<file path="src/rtl/puf_ctrl_pkg.sv">
// Shared types and helpers for the ring-oscillator PUF sequencer: FSM states,
// default parameter values, timer sizing and the per-state output decode.
package puf_ctrl_pkg;

    typedef enum logic [2:0] {
        IDLE    = 3'd0,
        LOAD    = 3'd1,
        SETTLE  = 3'd2,
        MEASURE = 3'd3,
        COMPARE = 3'd4,
        NEXT    = 3'd5,
        DONE    = 3'd6
    } state_t;

    localparam int DEF_SETTLE_CYCLES = 4;
    localparam int DEF_WINDOW_CYCLES = 1024;
    localparam int DEF_CNT_W         = 16;
    localparam int DEF_N_BITS        = 8;

    // Control strobes that are a pure function of the FSM state.
    typedef struct packed {
        logic chall_ready;
        logic sel_load;
        logic sel_step;
        logic ro_en;
        logic cnt_clr;
        logic resp_valid;
        logic busy;
    } ctrl_out_t;

    // Bits needed to hold values 0..max_count-1, never less than one bit.
    function automatic int timer_width(input int max_count);
        return (max_count <= 2) ? 1 : $clog2(max_count);
    endfunction

    function automatic ctrl_out_t decode_outputs(input state_t s);
        ctrl_out_t o;
        o      = '0;
        o.busy = (s != IDLE);
        case (s)
            IDLE: begin
                o.chall_ready = 1'b1;
                o.cnt_clr     = 1'b1;
            end
            LOAD: begin
                o.sel_load = 1'b1;
                o.cnt_clr  = 1'b1;
            end
            SETTLE: begin
                o.ro_en   = 1'b1;
                o.cnt_clr = 1'b1;
            end
            MEASURE: o.ro_en = 1'b1;
            COMPARE: o.ro_en = 1'b0;
            NEXT: begin
                o.sel_step = 1'b1;
                o.cnt_clr  = 1'b1;
            end
            DONE:    o.resp_valid = 1'b1;
            default: o.cnt_clr = 1'b1;
        endcase
        return o;
    endfunction

endpackage

</file>
<file path="src/rtl/puf_window_timer.sv">
// Loadable down-counter shared by the settle and measurement phases.
// Saturates at zero; expired is high while the count is zero.
module puf_window_timer #(
    parameter int W = 4
) (
    input  logic         clk,
    input  logic         rst,
    input  logic         load,
    input  logic [W-1:0] load_val,
    output logic         expired
);

    logic [W-1:0] cnt_q;
    logic [W-1:0] cnt_d;

    always_comb begin
        cnt_d = cnt_q;
        if (load) begin
            cnt_d = load_val;
        end else if (cnt_q != '0) begin
            cnt_d = cnt_q - 1'b1;
        end
    end

    always_ff @(posedge clk or posedge rst) begin
        if (rst) begin
            cnt_q <= '0;
        end else begin
            cnt_q <= cnt_d;
        end
    end

    assign expired = (cnt_q == '0);

endmodule

</file>
<file path="src/rtl/puf_sequencer.sv">
// Control FSM for the serialized RO-PUF: takes a challenge, runs settle/measure/
// compare per response bit, and hands the assembled response back via valid/ready.
//
// Handshakes: a transfer happens on a rising clk edge where valid and ready are
// both high; valid holds its payload stable until that edge, ready may toggle freely.
module puf_sequencer
    import puf_ctrl_pkg::*;
#(
    parameter int SETTLE_CYCLES = DEF_SETTLE_CYCLES,
    parameter int WINDOW_CYCLES = DEF_WINDOW_CYCLES,
    parameter int CNT_W         = DEF_CNT_W,
    parameter int N_BITS        = DEF_N_BITS
) (
    input  logic              clk,
    input  logic              rst,
    input  logic              chall_valid,
    output logic              chall_ready,
    input  logic [7:0]        chall_in,
    input  logic              abort,
    output logic              sel_load,
    output logic [7:0]        chall_reg,
    output logic              sel_step,
    output logic              ro_en,
    output logic              cnt_clr,
    input  logic [CNT_W-1:0]  cnt_a,
    input  logic [CNT_W-1:0]  cnt_b,
    output logic [N_BITS-1:0] response,
    output logic              resp_valid,
    input  logic              resp_ready,
    output logic              tie_seen,
    output logic              busy,
    output state_t            dbg_state
);

    localparam int TMR_MAX = (SETTLE_CYCLES > WINDOW_CYCLES) ? SETTLE_CYCLES : WINDOW_CYCLES;
    localparam int TMR_W   = timer_width(TMR_MAX);
    localparam int IDX_W   = timer_width(N_BITS);

    localparam logic [TMR_W-1:0] SETTLE_LD = TMR_W'(SETTLE_CYCLES - 1);
    localparam logic [TMR_W-1:0] WINDOW_LD = TMR_W'(WINDOW_CYCLES - 1);
    localparam logic [IDX_W-1:0] LAST_IDX  = IDX_W'(N_BITS - 1);

    state_t            state_q, state_d;
    logic [7:0]        chall_q, chall_d;
    logic [N_BITS-1:0] resp_q, resp_d;
    logic [IDX_W-1:0]  bit_idx_q, bit_idx_d;
    logic              tie_q, tie_d;
    ctrl_out_t         out_q;

    logic              tmr_load;
    logic [TMR_W-1:0]  tmr_val;
    logic              tmr_expired;

    always_comb begin
        state_d   = state_q;
        chall_d   = chall_q;
        resp_d    = resp_q;
        bit_idx_d = bit_idx_q;
        tie_d     = tie_q;

        case (state_q)
            IDLE: begin
                if (chall_valid && out_q.chall_ready) begin
                    chall_d = chall_in;
                    state_d = LOAD;
                end
            end
            LOAD: begin
                resp_d    = '0;
                bit_idx_d = '0;
                tie_d     = 1'b0;
                state_d   = SETTLE;
            end
            SETTLE: begin
                if (tmr_expired) state_d = MEASURE;
            end
            MEASURE: begin
                if (tmr_expired) state_d = COMPARE;
            end
            COMPARE: begin
                // Counts are frozen here; a tie yields 0 and is flagged.
                resp_d[bit_idx_q] = (cnt_a > cnt_b);
                if (cnt_a == cnt_b) tie_d = 1'b1;
                state_d = (bit_idx_q == LAST_IDX) ? DONE : NEXT;
            end
            NEXT: begin
                bit_idx_d = bit_idx_q + 1'b1;
                state_d   = SETTLE;
            end
            DONE: begin
                if (resp_ready) state_d = IDLE;
            end
            default: state_d = IDLE;
        endcase

        // Cancel beats every in-flight transition, including the last compare.
        if (abort && (state_q != IDLE) && (state_q != DONE)) begin
            state_d = IDLE;
            resp_d  = '0;
            tie_d   = tie_q;
        end
    end

    // Reload on every state change so each phase starts with a fresh count.
    assign tmr_load = (state_d != state_q);
    assign tmr_val  = (state_d == MEASURE) ? WINDOW_LD : SETTLE_LD;

    puf_window_timer #(
        .W (TMR_W)
    ) u_timer (
        .clk      (clk),
        .rst      (rst),
        .load     (tmr_load),
        .load_val (tmr_val),
        .expired  (tmr_expired)
    );

    always_ff @(posedge clk or posedge rst) begin
        if (rst) begin
            state_q   <= IDLE;
            chall_q   <= '0;
            resp_q    <= '0;
            bit_idx_q <= '0;
            tie_q     <= 1'b0;
            out_q     <= decode_outputs(IDLE);
        end else begin
            state_q   <= state_d;
            chall_q   <= chall_d;
            resp_q    <= resp_d;
            bit_idx_q <= bit_idx_d;
            tie_q     <= tie_d;
            out_q     <= decode_outputs(state_d);
        end
    end

    assign chall_ready = out_q.chall_ready;
    assign sel_load    = out_q.sel_load;
    assign sel_step    = out_q.sel_step;
    assign ro_en       = out_q.ro_en;
    assign cnt_clr     = out_q.cnt_clr;
    assign resp_valid  = out_q.resp_valid;
    assign busy        = out_q.busy;
    assign chall_reg   = chall_q;
    assign response    = resp_q;
    assign tie_seen    = tie_q;
    assign dbg_state   = state_q;

endmodule
</file>
<file path="config.mk">
export PLATFORM = sky130hd
export DESIGN_NAME = puf_sequencer
export DESIGN_NICKNAME = d
export VERILOG_FILES = /design/src/rtl/puf_ctrl_pkg.sv /design/src/rtl/puf_window_timer.sv /design/src/rtl/puf_sequencer.sv
export SDC_FILE = /design/constraint.sdc
export NUM_CORES = 1
export LEC_CHECK = 0
export BUFFER_PORTS_ARGS = -buffer_cell sky130_fd_sc_hd__buf_2
export CELL_PAD_IN_SITES_DETAIL_PLACEMENT = 0
export CELL_PAD_IN_SITES_GLOBAL_PLACEMENT = 1
export CORE_MARGIN = 5
export CORE_UTILIZATION = 38
export DETAILED_ROUTE_END_ITERATION = 16
export PLACE_DENSITY_LB_ADDON = 0.1
export SETUP_SLACK_MARGIN = 0.2
export SLEW_MARGIN = 0
export SYNTH_ARGS = -nofsm -noshare
export SYNTH_HDL_FRONTEND = slang
export SYNTH_SLANG_ARGS = --single-unit
</file>
<file path="constraint.sdc">
create_clock -name clk -period 3.3 [get_ports clk]
set_input_delay 0.165 -clock clk [delete_from_list [all_inputs] [get_ports clk]]
set_output_delay 0.165 -clock clk [all_outputs]
set_load 0.005 [all_outputs]
</file>
==> results by group, run 1 <==
Drt
  • Post-Route WL: 5000 um
  • Routed vias/inst: just under 5
  • Drt wl/cell: between 10 and 15 um
  • Vias: between 2000 and 2500
  • ANT nets after route: 0
  • # DRC: 0
  • Initial drt markers: roughly 110
  • Drt pass-1 iters: 4

Synth
  • Post-Syn Area: 2340 um2
  • Yosys top cell area share: slightly above 40%
  • Post-Synthesis Cells: approximately 260
  • Top cells by count, synth: nand2_1, dfrtp_1, inv_1, ha_1, o21ai_0
  • Register area share after synthesis: roughly 43%
  • Area contributors post-synth: dfrtp_1, ha_1, nand2_1, o21ai_0, inv_1
  • Post-synth EDFFs: 0
  • Ys async rst share: 100%
  • Leading area contributor after synthesis: dfrtp_1
  • Mapped Nets: approximately 330
  • Syn_area_per_cell: between 8 and 9 um2
  • Synth warn: 0
  • Yosys cell types: between 40 and 50
  • Yosys reg bits: 40
  • Count leader, synth: nand2_1
  • Synth Flop Type: dfrtp_1

Pwr
  • Overall power: between 1.5 and 2 mW
  • Power Density: 686 nW/um2
  • Pleak: 1.50 nW
  • VDD IR max: 324 uV

Clock tree
  • H-tree levels: 2
  • Setup bufs post-CTS: 0
  • Skew-Pair Late Insertion Delay: about 290 ps
  • CTS tree: yes
  • Root buf cell: clkbuf_8
  • Number of CTS-inserted buffers: 5
  • Clk slew on worst S/H paths: ~70 ps
  • Clock Path Buffers: 2
  • # clock sinks: 40
  • Cts hold-fix bufs: 0
  • Resize count post-CTS: 0

Critical path
  • Nature of the critical path endpoint: register
  • Critical path peak fanout: 7
  • Worst EP arrival: 2670 ps
  • Worst Setup Path Type: register to register
  • R2R setup slack: about 800 ps
  • Critical Path Source Type: register
  • Crit path required time: about 3500 ps

Timing
  • Final period utilization: ~76%
  • Clock Skew: roughly 3.6 ps
  • Final Hold Viols: 0
  • Setup TNS: 0 ps
  • Hold_ws: 63.6 ps
  • Fmax: about 0.4 GHz
  • Setup violations, final: 0
  • Tmin final: around 2500 ps
  • Worst-margin pin slew: ~1000 ps
  • Final Max Slew Viols: 0
  • Unrepaired setup endpoints after global routing: no
  • Slew Limit Headroom: between 30% and 40%

Cells and area
  • Multi-input logic area: between 1000 and 1500 um2
  • Fin nets: between 400 and 500
  • Final core occ: between 40% and 50%
  • Largest register FFs: 10
  • Area Overhead vs Synth: 23.4%
  • Share of post-route cells with drive strength above 1: roughly a quarter
  • Register area: around 1000 um2
  • # fillers: approximately 610
  • N_diodes: 0

GRT
  • Global-route wire length before repair: about 9000 um
  • GRT Total Usage: roughly 14%
  • Antenna violations before repair: 0
  • Vias in the first global route: around 2000
  • Congestion Overflow GR: 0
  • Largest net degree at the start of global routing: 29

Floorplan
  • Die W: 88.5 um
  • DIE AREA: 7830 um2
  • Core ar.: 5960 um2
  • Std cell rows: 28
  • Top-level I/O count: 72
  • Initial Util: between 30% and 40%
  • Die span in y: between 80 and 90 um

Placed design
  • DP HPWL: a little under 4000 um
  • PortBufs: ~70
  • GPL Wtd Cong: approximately 0.75

Run
  • Max-cap violations: 0

Run status
  • Status: completed

Min path
  • Hold WC Path Type: input pin to register
==> through the flow <==
stage	cells	instance area, um2	worst slack (ps)
global placement	404	2780	838
CTS	412	2890	779
finish	412	2890	802
global route	412	2890	668
detailed placement	404	2780	798
floorplan	262	2340	939
==> power by group <==
group          internal, mW  switching, mW  leakage (nW)  total [mW]
combinational         0.360          0.468         0.931       0.828
sequential            0.645          0.124         0.517       0.769
clock                 0.224          0.161        0.0552       0.385
==> logic make-up after synthesis <==
logic type | Yosys count | synth area share, %
flops | 40 | 42.8
simple gates | 110 | 23.6
fa+ha+maj | 20 | 10.7
xor+xnor | 8 | 2.99
buf+inv | 28 | 4.54
mux | 2 | 0.855
compound gates | 54 | 14.5
==> worst max-delay path: stages (launching register included) <==
cell and delay, ps:
dfrtp_1 380, inv_1 120, ha_1 160, or4b_4 500
nor3_4 320, nor2_1 90, a211o_1 320, and2_4 160
or3_1 340
==> cell type report <==
cell class / count / area share, %
inverter: 22 / 2.86
clock buffer: 6 / 2.51
clock inverter: 2 / 1.21
tap: 75 / 3.25
multi-input combinational: 194 / 42.6
sequential: 40 / 34.7
timing repair buffer: 73 / 12.8
==> layout by cell type (no fill, tap or decap), drive strengths merged, types with 3 or more instances in the layout <==
cell and instances:
o22ai 3, nor2 14, inv 21, dfrtp 38, a21oi 11, or3 3, nor2b 4, nand2b 6
nand2 43, o31ai 10, o21ai 18, and2 4, nand3 13, nand4 4, buf 73, ha 20
xnor2 6, nor3 8, clkbuf 6, or4 3
==> worst paths after layout <==
kind | start | cells past startpoint | end
worst min-delay path | chall_in[2] | 3 | chall_reg[2]
min in group asynchronous | rst | 2 | busy
worst max-delay path | u_timer.cnt_q[0] | 8 | busy
worst max register to register | u_timer.cnt_q[0] | 8 | busy
max in group asynchronous | rst | 3 | cnt_clr
worst min register to register | chall_reg[4] | 2 | chall_reg[4]
==> routing by layer <==
metal  wire length [um]  vias up  GRT usage [%]  part of all wire, %
met1               2420      871           19.3                   48
met5                  0        -              0                    0
met2               2130       64           22.6                   43
met4                 57        0           4.95                  1.1
li1                   -     1071              -                    -
met3                403        5           3.54                  8.1
Power figures use the tool's default switching activity.
==> inputs of run 2 (changes only) <==
--- a/config.mk
+++ b/config.mk
@@ -5,6 +5,7 @@
 export SDC_FILE = /design/constraint.sdc
 export NUM_CORES = 1
 export LEC_CHECK = 0
+export ABC_AREA = 1
 export BUFFER_PORTS_ARGS = -buffer_cell sky130_fd_sc_hd__buf_2
 export CELL_PAD_IN_SITES_DETAIL_PLACEMENT = 0
 export CELL_PAD_IN_SITES_GLOBAL_PLACEMENT = 1
==> constraint.sdc (replaced) <==
create_clock -name clk -period 2.5 [get_ports clk]
set_input_delay 0.125 -clock clk [delete_from_list [all_inputs] [get_ports clk]]
set_output_delay 0.125 -clock clk [all_outputs]
set_load 0.005 [all_outputs]
==> results by group, run 2 <==
Timing
  • Setup TNS: 0 ps
  • Final period utilization: a little over four fifths
  • Fmax: a little under 0.5 GHz
  • Setup violations, final: 0
  • Clock Skew: ~3.7 ps
  • Tmin final: about 2100 ps
  • Final Hold Viols: 0
  • Slew Limit Headroom: between 60% and 70%
  • Hold_ws: about 16 ps
  • Unrepaired setup endpoints after global routing: no
  • Final Max Slew Viols: 0
  • Worst-margin pin slew: 498 ps

Critical path
  • Worst EP arrival: around 2300 ps
  • Worst Setup Path Type: register to register
  • CP Cell Sequence: inv_2, nand3_1, nand2_1, clkinv_1, nand2_1, nor2_2, nand2_2, nand2_2, nand2_1, nand2_4, nand3_4, nand2_2, a21oi_1
  • Critical Path Source Type: register
  • Nature of the critical path endpoint: register
  • Crit path required time: 2680 ps
  • Largest stage delay, worst path: around 620 ps
  • Critical path peak fanout: 11
  • Max stage delay cell, worst path: dfrtp_1

Pwr
  • Power Density: 817 nW/um2
  • VDD IR max: ~420 uV
  • Pleak: 1.70 nW

Run status
  • Status: completed

Clock tree
  • CTS tree: yes
  • Root buf cell: clkbuf_8
  • # clock sinks: 40
  • Clk slew on worst S/H paths: approximately 80 ps
  • Number of CTS-inserted buffers: 5
  • Setup bufs post-CTS: 0
  • Skew-Pair Late Insertion Delay: approximately 300 ps
  • Cts hold-fix bufs: 1
  • Resize count post-CTS: 0
  • H-tree levels: 2
  • Clock Path Buffers: 2

Cells and area
  • Final Cell Area: roughly 3000 um2
  • Fin nets: 434
  • Most common cell after layout, fill and taps aside: buf_2
  • # fillers: between 600 and 700
  • N_diodes: 0
  • Area Overhead vs Synth: 23.9%
  • Final non-filler cell total: 447
  • Most frequent cells in the layout: buf_2, nand2_1, inv_1
  • Share of post-route cells with drive strength above 1: between 30% and 40%
  • Largest register FFs: 10

GRT
  • Congestion Overflow GR: 0
  • Largest net degree at the start of global routing: 41
  • Global-route wire length before repair: between 9000 and 10000 um
  • Vias in the first global route: 2167
  • GRT Total Usage: about 14%
  • Antenna violations before repair: 0

Synth
  • Leading area contributor after synthesis: dfrtp_1
  • Post-Syn Area: between 2000 and 2500 um2
  • Yosys top cell area share: 38.7%
  • Mapped Nets: roughly 360
  • Post-Synthesis Cells: 290
  • Top cells by count, synth: nand2_1, inv_1, dfrtp_1, a21oi_1, ha_1
  • Register area share after synthesis: between 40% and 50%
  • Synth warn: 0
  • Syn_area_per_cell: ~8.5 um2
  • Synth Flop Type: dfrtp_1
  • Post-synth EDFFs: 0
  • Count leader, synth: nand2_1
  • Area contributors post-synth: dfrtp_1, ha_1, nand2_1, inv_1, a21oi_1
  • Ys async rst share: 100%
  • Yosys reg bits: 40
  • Yosys cell types: 31

Floorplan
  • Die span in y: just over 90 um
  • Initial Util: around two fifths
  • Top-level I/O count: 72
  • DIE AREA: 8180 um2
  • Core ar.: approximately 6300 um2
  • Std cell rows: 29
  • Die W: 90.5 um

Drt
  • Post-Route WL: roughly 5400 um
  • Routed vias/inst: approximately 4.8
  • Initial drt markers: a little under 60
  • Met3 WL post-DR: about 340 um
  • WL met2: roughly 2700 um
  • ANT nets after route: 0
  • # DRC: 0
  • Top sig layer: met4
  • DRT met1 WL: 2370 um
  • Vias: 2140
  • Drt wl/cell: around 12 um
  • Drt pass-1 iters: 4

Placed design
  • DP HPWL: 4310 um
  • Placement Cell Area: between 2000 and 3000 um2
  • PortBufs: 71
  • Placed insts: about 440
  • GPL Wtd Cong: 0.799

Run
  • Max-cap violations: 0

Min path
  • Hold WC Path Type: input pin to register
run 2: cell count changes in the layout (fill, tap and decap cells not counted), sizes merged, moves of 7 or more:
cell,delta
inv,+26
a21oi,+15
nor4,+7
nand2,+25
o31ai,-10
nand4,+7
run 2: per-stage QoR:
| step | power, mW | utilization [%] | setup WS [ps] |
|---|---|---|---|
| 2_1_floorplan | 1.62 | - | 680 |
| 3_3_place_gp | 1.93 | 46.1 | 492 |
| 3_5_place_dp | 1.93 | 46.1 | 452 |
| 4_1_cts | 2.52 | 48.3 | 426 |
| 5_1_grt | 2.70 | 48.3 | 237 |
| 6_report | 2.49 | 48.3 | 420 |
run 2: where the power goes:
part / leakage, nW / total [mW] / internal, mW / switching [mW]
clock: 0.0645 / 0.583 / 0.352 / 0.230
sequential: 0.523 / 0.902 / 0.808 / 0.0938
combinational: 1.11 / 1.01 / 0.368 / 0.638
run 2: final cells by class:
class,count,area (um2),area share (%)
Multi-Input combinational cell,200,1260,41.4
Sequential cell,40,1000,32.9
Timing Repair Buffer,73,373,12.2
Inverter,49,186,6.12
Clock buffer,7,96.3,3.16
Tap cell,77,96.3,3.16
Clock inverter,1,30.0,0.985
run 2: per-layer routing:
metal  vias to the layer above  track usage (%)
li1                       1117                -
met1                       970             16.4
met2                        45             23.6
met3                         8             4.42
met4                         0             4.22
met5                         -                0
run 2: worst max-delay path, delay by kind of cell (launching register included):
kind            cells  cell delay, ps
simple gates       10            1060
flops               1             620
buf+inv             2             170
compound gates      1              90
run 2: logic make-up after synthesis:
group / share of synthesized area [%]
xor+xnor: 2.85
simple gates: 28.5
fa+ha+maj: 10.2
compound gates: 9.77
buf+inv: 7.88
flops: 40.8
run 2: path summary, 6_finish.rpt:
kind | from | slack (ps) | cells after the start | endpoint
max | dbg_state[2] | 420 | 13 | u_timer.cnt_q[7]
min | chall_in[6] | 20 | 3 | chall_reg[6]
max reg2reg | dbg_state[2] | 420 | 13 | u_timer.cnt_q[7]
min reg2reg | chall_reg[4] | 470 | 2 | chall_reg[4]
max in group asynchronous | rst | 1650 | 4 | cnt_clr
min in group asynchronous | rst | 490 | 4 | response[5]
==> inputs of run 3 (changes only) <==
--- a/config.mk
+++ b/config.mk
@@ -5,7 +5,7 @@
 export SDC_FILE = /design/constraint.sdc
 export NUM_CORES = 1
 export LEC_CHECK = 0
-export ABC_AREA = 1
+export ABC_AREA = 0
 export BUFFER_PORTS_ARGS = -buffer_cell sky130_fd_sc_hd__buf_2
 export CELL_PAD_IN_SITES_DETAIL_PLACEMENT = 0
 export CELL_PAD_IN_SITES_GLOBAL_PLACEMENT = 1
==> constraint.sdc (replaced) <==
create_clock -name clk -period 2 [get_ports clk]
set_input_delay 0.1 -clock clk [delete_from_list [all_inputs] [get_ports clk]]
set_output_delay 0.1 -clock clk [all_outputs]
set_load 0.005 [all_outputs]
==> results by group, run 3 (synthesized netlist as in run 1, its figures left out) <==
GRT
  • Global-route wire length before repair: between 9000 and 10000 um
  • Antenna violations before repair: 0
  • Vias in the first global route: around 2200
  • GRT Total Usage: 15.2%
  • Congestion Overflow GR: 0
  • Largest net degree at the start of global routing: roughly 40

Critical path
  • R2R setup slack: -160 ps
  • Largest stage delay, worst path: approximately 500 ps
  • CP top delay family: simple AND/OR/NAND/NOR gates
  • CP Cell Sequence: inv_2, ha_4, or4b_4, nor3_4, nor2_1, a211o_1, and2_4, or3_1
  • Critical Path Source Type: register
  • Critical path peak fanout: 3
  • Worst EP arrival: roughly 2300 ps
  • Crit path required time: 2170 ps
  • Worst Setup Path Type: register to register
  • Max stage delay cell, worst path: or4b_4
  • WP buf/inv: 1
  • Nature of the critical path endpoint: register

Floorplan
  • Die W: ~90 um
  • Std cell rows: 28
  • Initial Util: 39.3%
  • Core ar.: roughly 6000 um2
  • Top-level I/O count: 72
  • Die span in y: a little under 90 um
  • DIE AREA: 7830 um2

Drt
  • Post-Route WL: ~5400 um
  • # DRC: 0
  • Initial drt markers: 72
  • Routed vias/inst: around 4.8
  • Drt pass-1 iters: 4
  • ANT nets after route: 0
  • Vias: approximately 2200
  • Drt wl/cell: approximately 12 um

Placed design
  • GPL Wtd Cong: 0.777
  • PortBufs: 71
  • Pre-CTS setup slack: -203 ps
  • DP HPWL: roughly 4300 um
  • Placed insts: 432

Min path
  • Hold WC Path Type: input pin to register

Timing
  • Unrepaired setup endpoints after global routing: yes
  • Clock Skew: approximately 7 ps
  • Final period utilization: 108%
  • Setup violations, final: 14
  • Tmin final: about 2200 ps
  • Fmax: between 0.4 and 0.5 GHz
  • Final Hold Viols: 0
  • Final Max Slew Viols: 0
  • Worst-margin pin slew: ~640 ps
  • Slew Limit Headroom: ~57%
  • Final setup margin: -157 ps

Cells and area
  • N_diodes: 0
  • Most frequent cells in the layout: buf_2, nand2_1, dfrtp_1
  • Fin nets: 441
  • Final non-filler cell total: 452
  • Area Overhead vs Synth: 40.0%
  • Most common cell after layout, fill and taps aside: buf_2
  • Share of post-route cells with drive strength above 1: 34.7%
  • Largest register FFs: 10

Clock tree
  • CTS tree: yes
  • # clock sinks: 40
  • H-tree levels: 2
  • Clk slew on worst S/H paths: roughly 80 ps
  • Clock Path Buffers: 2
  • Number of CTS-inserted buffers: 5
  • Skew-Pair Late Insertion Delay: approximately 290 ps
  • Root buf cell: clkbuf_8

Pwr
  • VDD IR max: between 500 and 600 uV
  • Pleak: around 1.7 nW
  • Power Density: 1160 nW/um2

Run status
  • Failing checks: negative setup slack
  • Status: complete, but fails checks

Run
  • Max-cap violations: 0
==> run 3: cell types whose count changed in the layout (fill, tap and decap cells not counted), moves of 8 or more <==
cell / before / now
nand2_2: 10 / 0
a21oi_1: 26 / 11
inv_1: 39 / 19
o21ai_1: 0 / 8
o31ai_1: 0 / 9
buf_4: 1 / 34
nand2_1: 54 / 43
==> run 3: repair_timing <==
action                     CTS  global route
hold buffers                 8             0
gates resized for setup     11             7
setup buffers                2             2
hold endpoints to repair    45             0
setup endpoints to repair   24            27
pin swaps                    2             4
==> run 3: power by group <==
| group | internal (mW) | leakage [nW] | switching, mW |
|---|---|---|---|
| combinational | 0.955 | 1.14 | 0.987 |
| sequential | 1.07 | 0.517 | 0.147 |
| clock | 0.370 | 0.0552 | 0.273 |
==> run 3: final cells by class <==
class | instances | area, um2
multi-input cells | 194 | 1300
flip-flops and latches | 40 | 1000
clock buffers | 6 | 72.6
well taps | 75 | 93.8
clock inverters | 2 | 35.0
fillers | 571 | 2680
inverters | 22 | 82.6
repair buffers | 113 | 691
==> run 3: path summary, 6_finish.rpt <==
check / startpoint / endpoint / cells past startpoint
max: u_timer.cnt_q[0] / busy / 8
min: chall_in[6] / chall_reg[6] / 3
max reg2reg: u_timer.cnt_q[0] / busy / 8
min reg2reg: chall_reg[4] / chall_reg[4] / 2
max in group asynchronous: rst / cnt_clr / 4
min in group asynchronous: rst / resp_valid / 4
==> run 3: tightest hold or removal path, delay by kind of cell <==
kind          cells  cell delay (ps)
buf+inv           1               70
simple gates      2               90
==> run 3: through the flow <==
stage	util (%)	cell area, um2	total power [mW]	hold WS (ps)	TNS [ps]
final	55.1	3280	3.80	10.8	-864
after global routing	55.1	3280	4.13	16.4	-2760
after CTS	54.2	3230	3.75	6.48	-1050
after detailed placement	50.4	3000	2.96	258	-2930
after global placement	50.4	3000	2.95	249	-2570
after floorplan	-	2360	2.26	205	-328
==> run 3: per-layer routing <==
metal,vias to the layer above,wire [um],global-route usage (%),share of wire (%)
met4,0,84,5.36,1.5
met2,61,2360,24.7,43
met1,944,2560,19.8,47
met3,8,441,3.72,8.1
li1,1145,-,-,-
met5,-,0,0,0
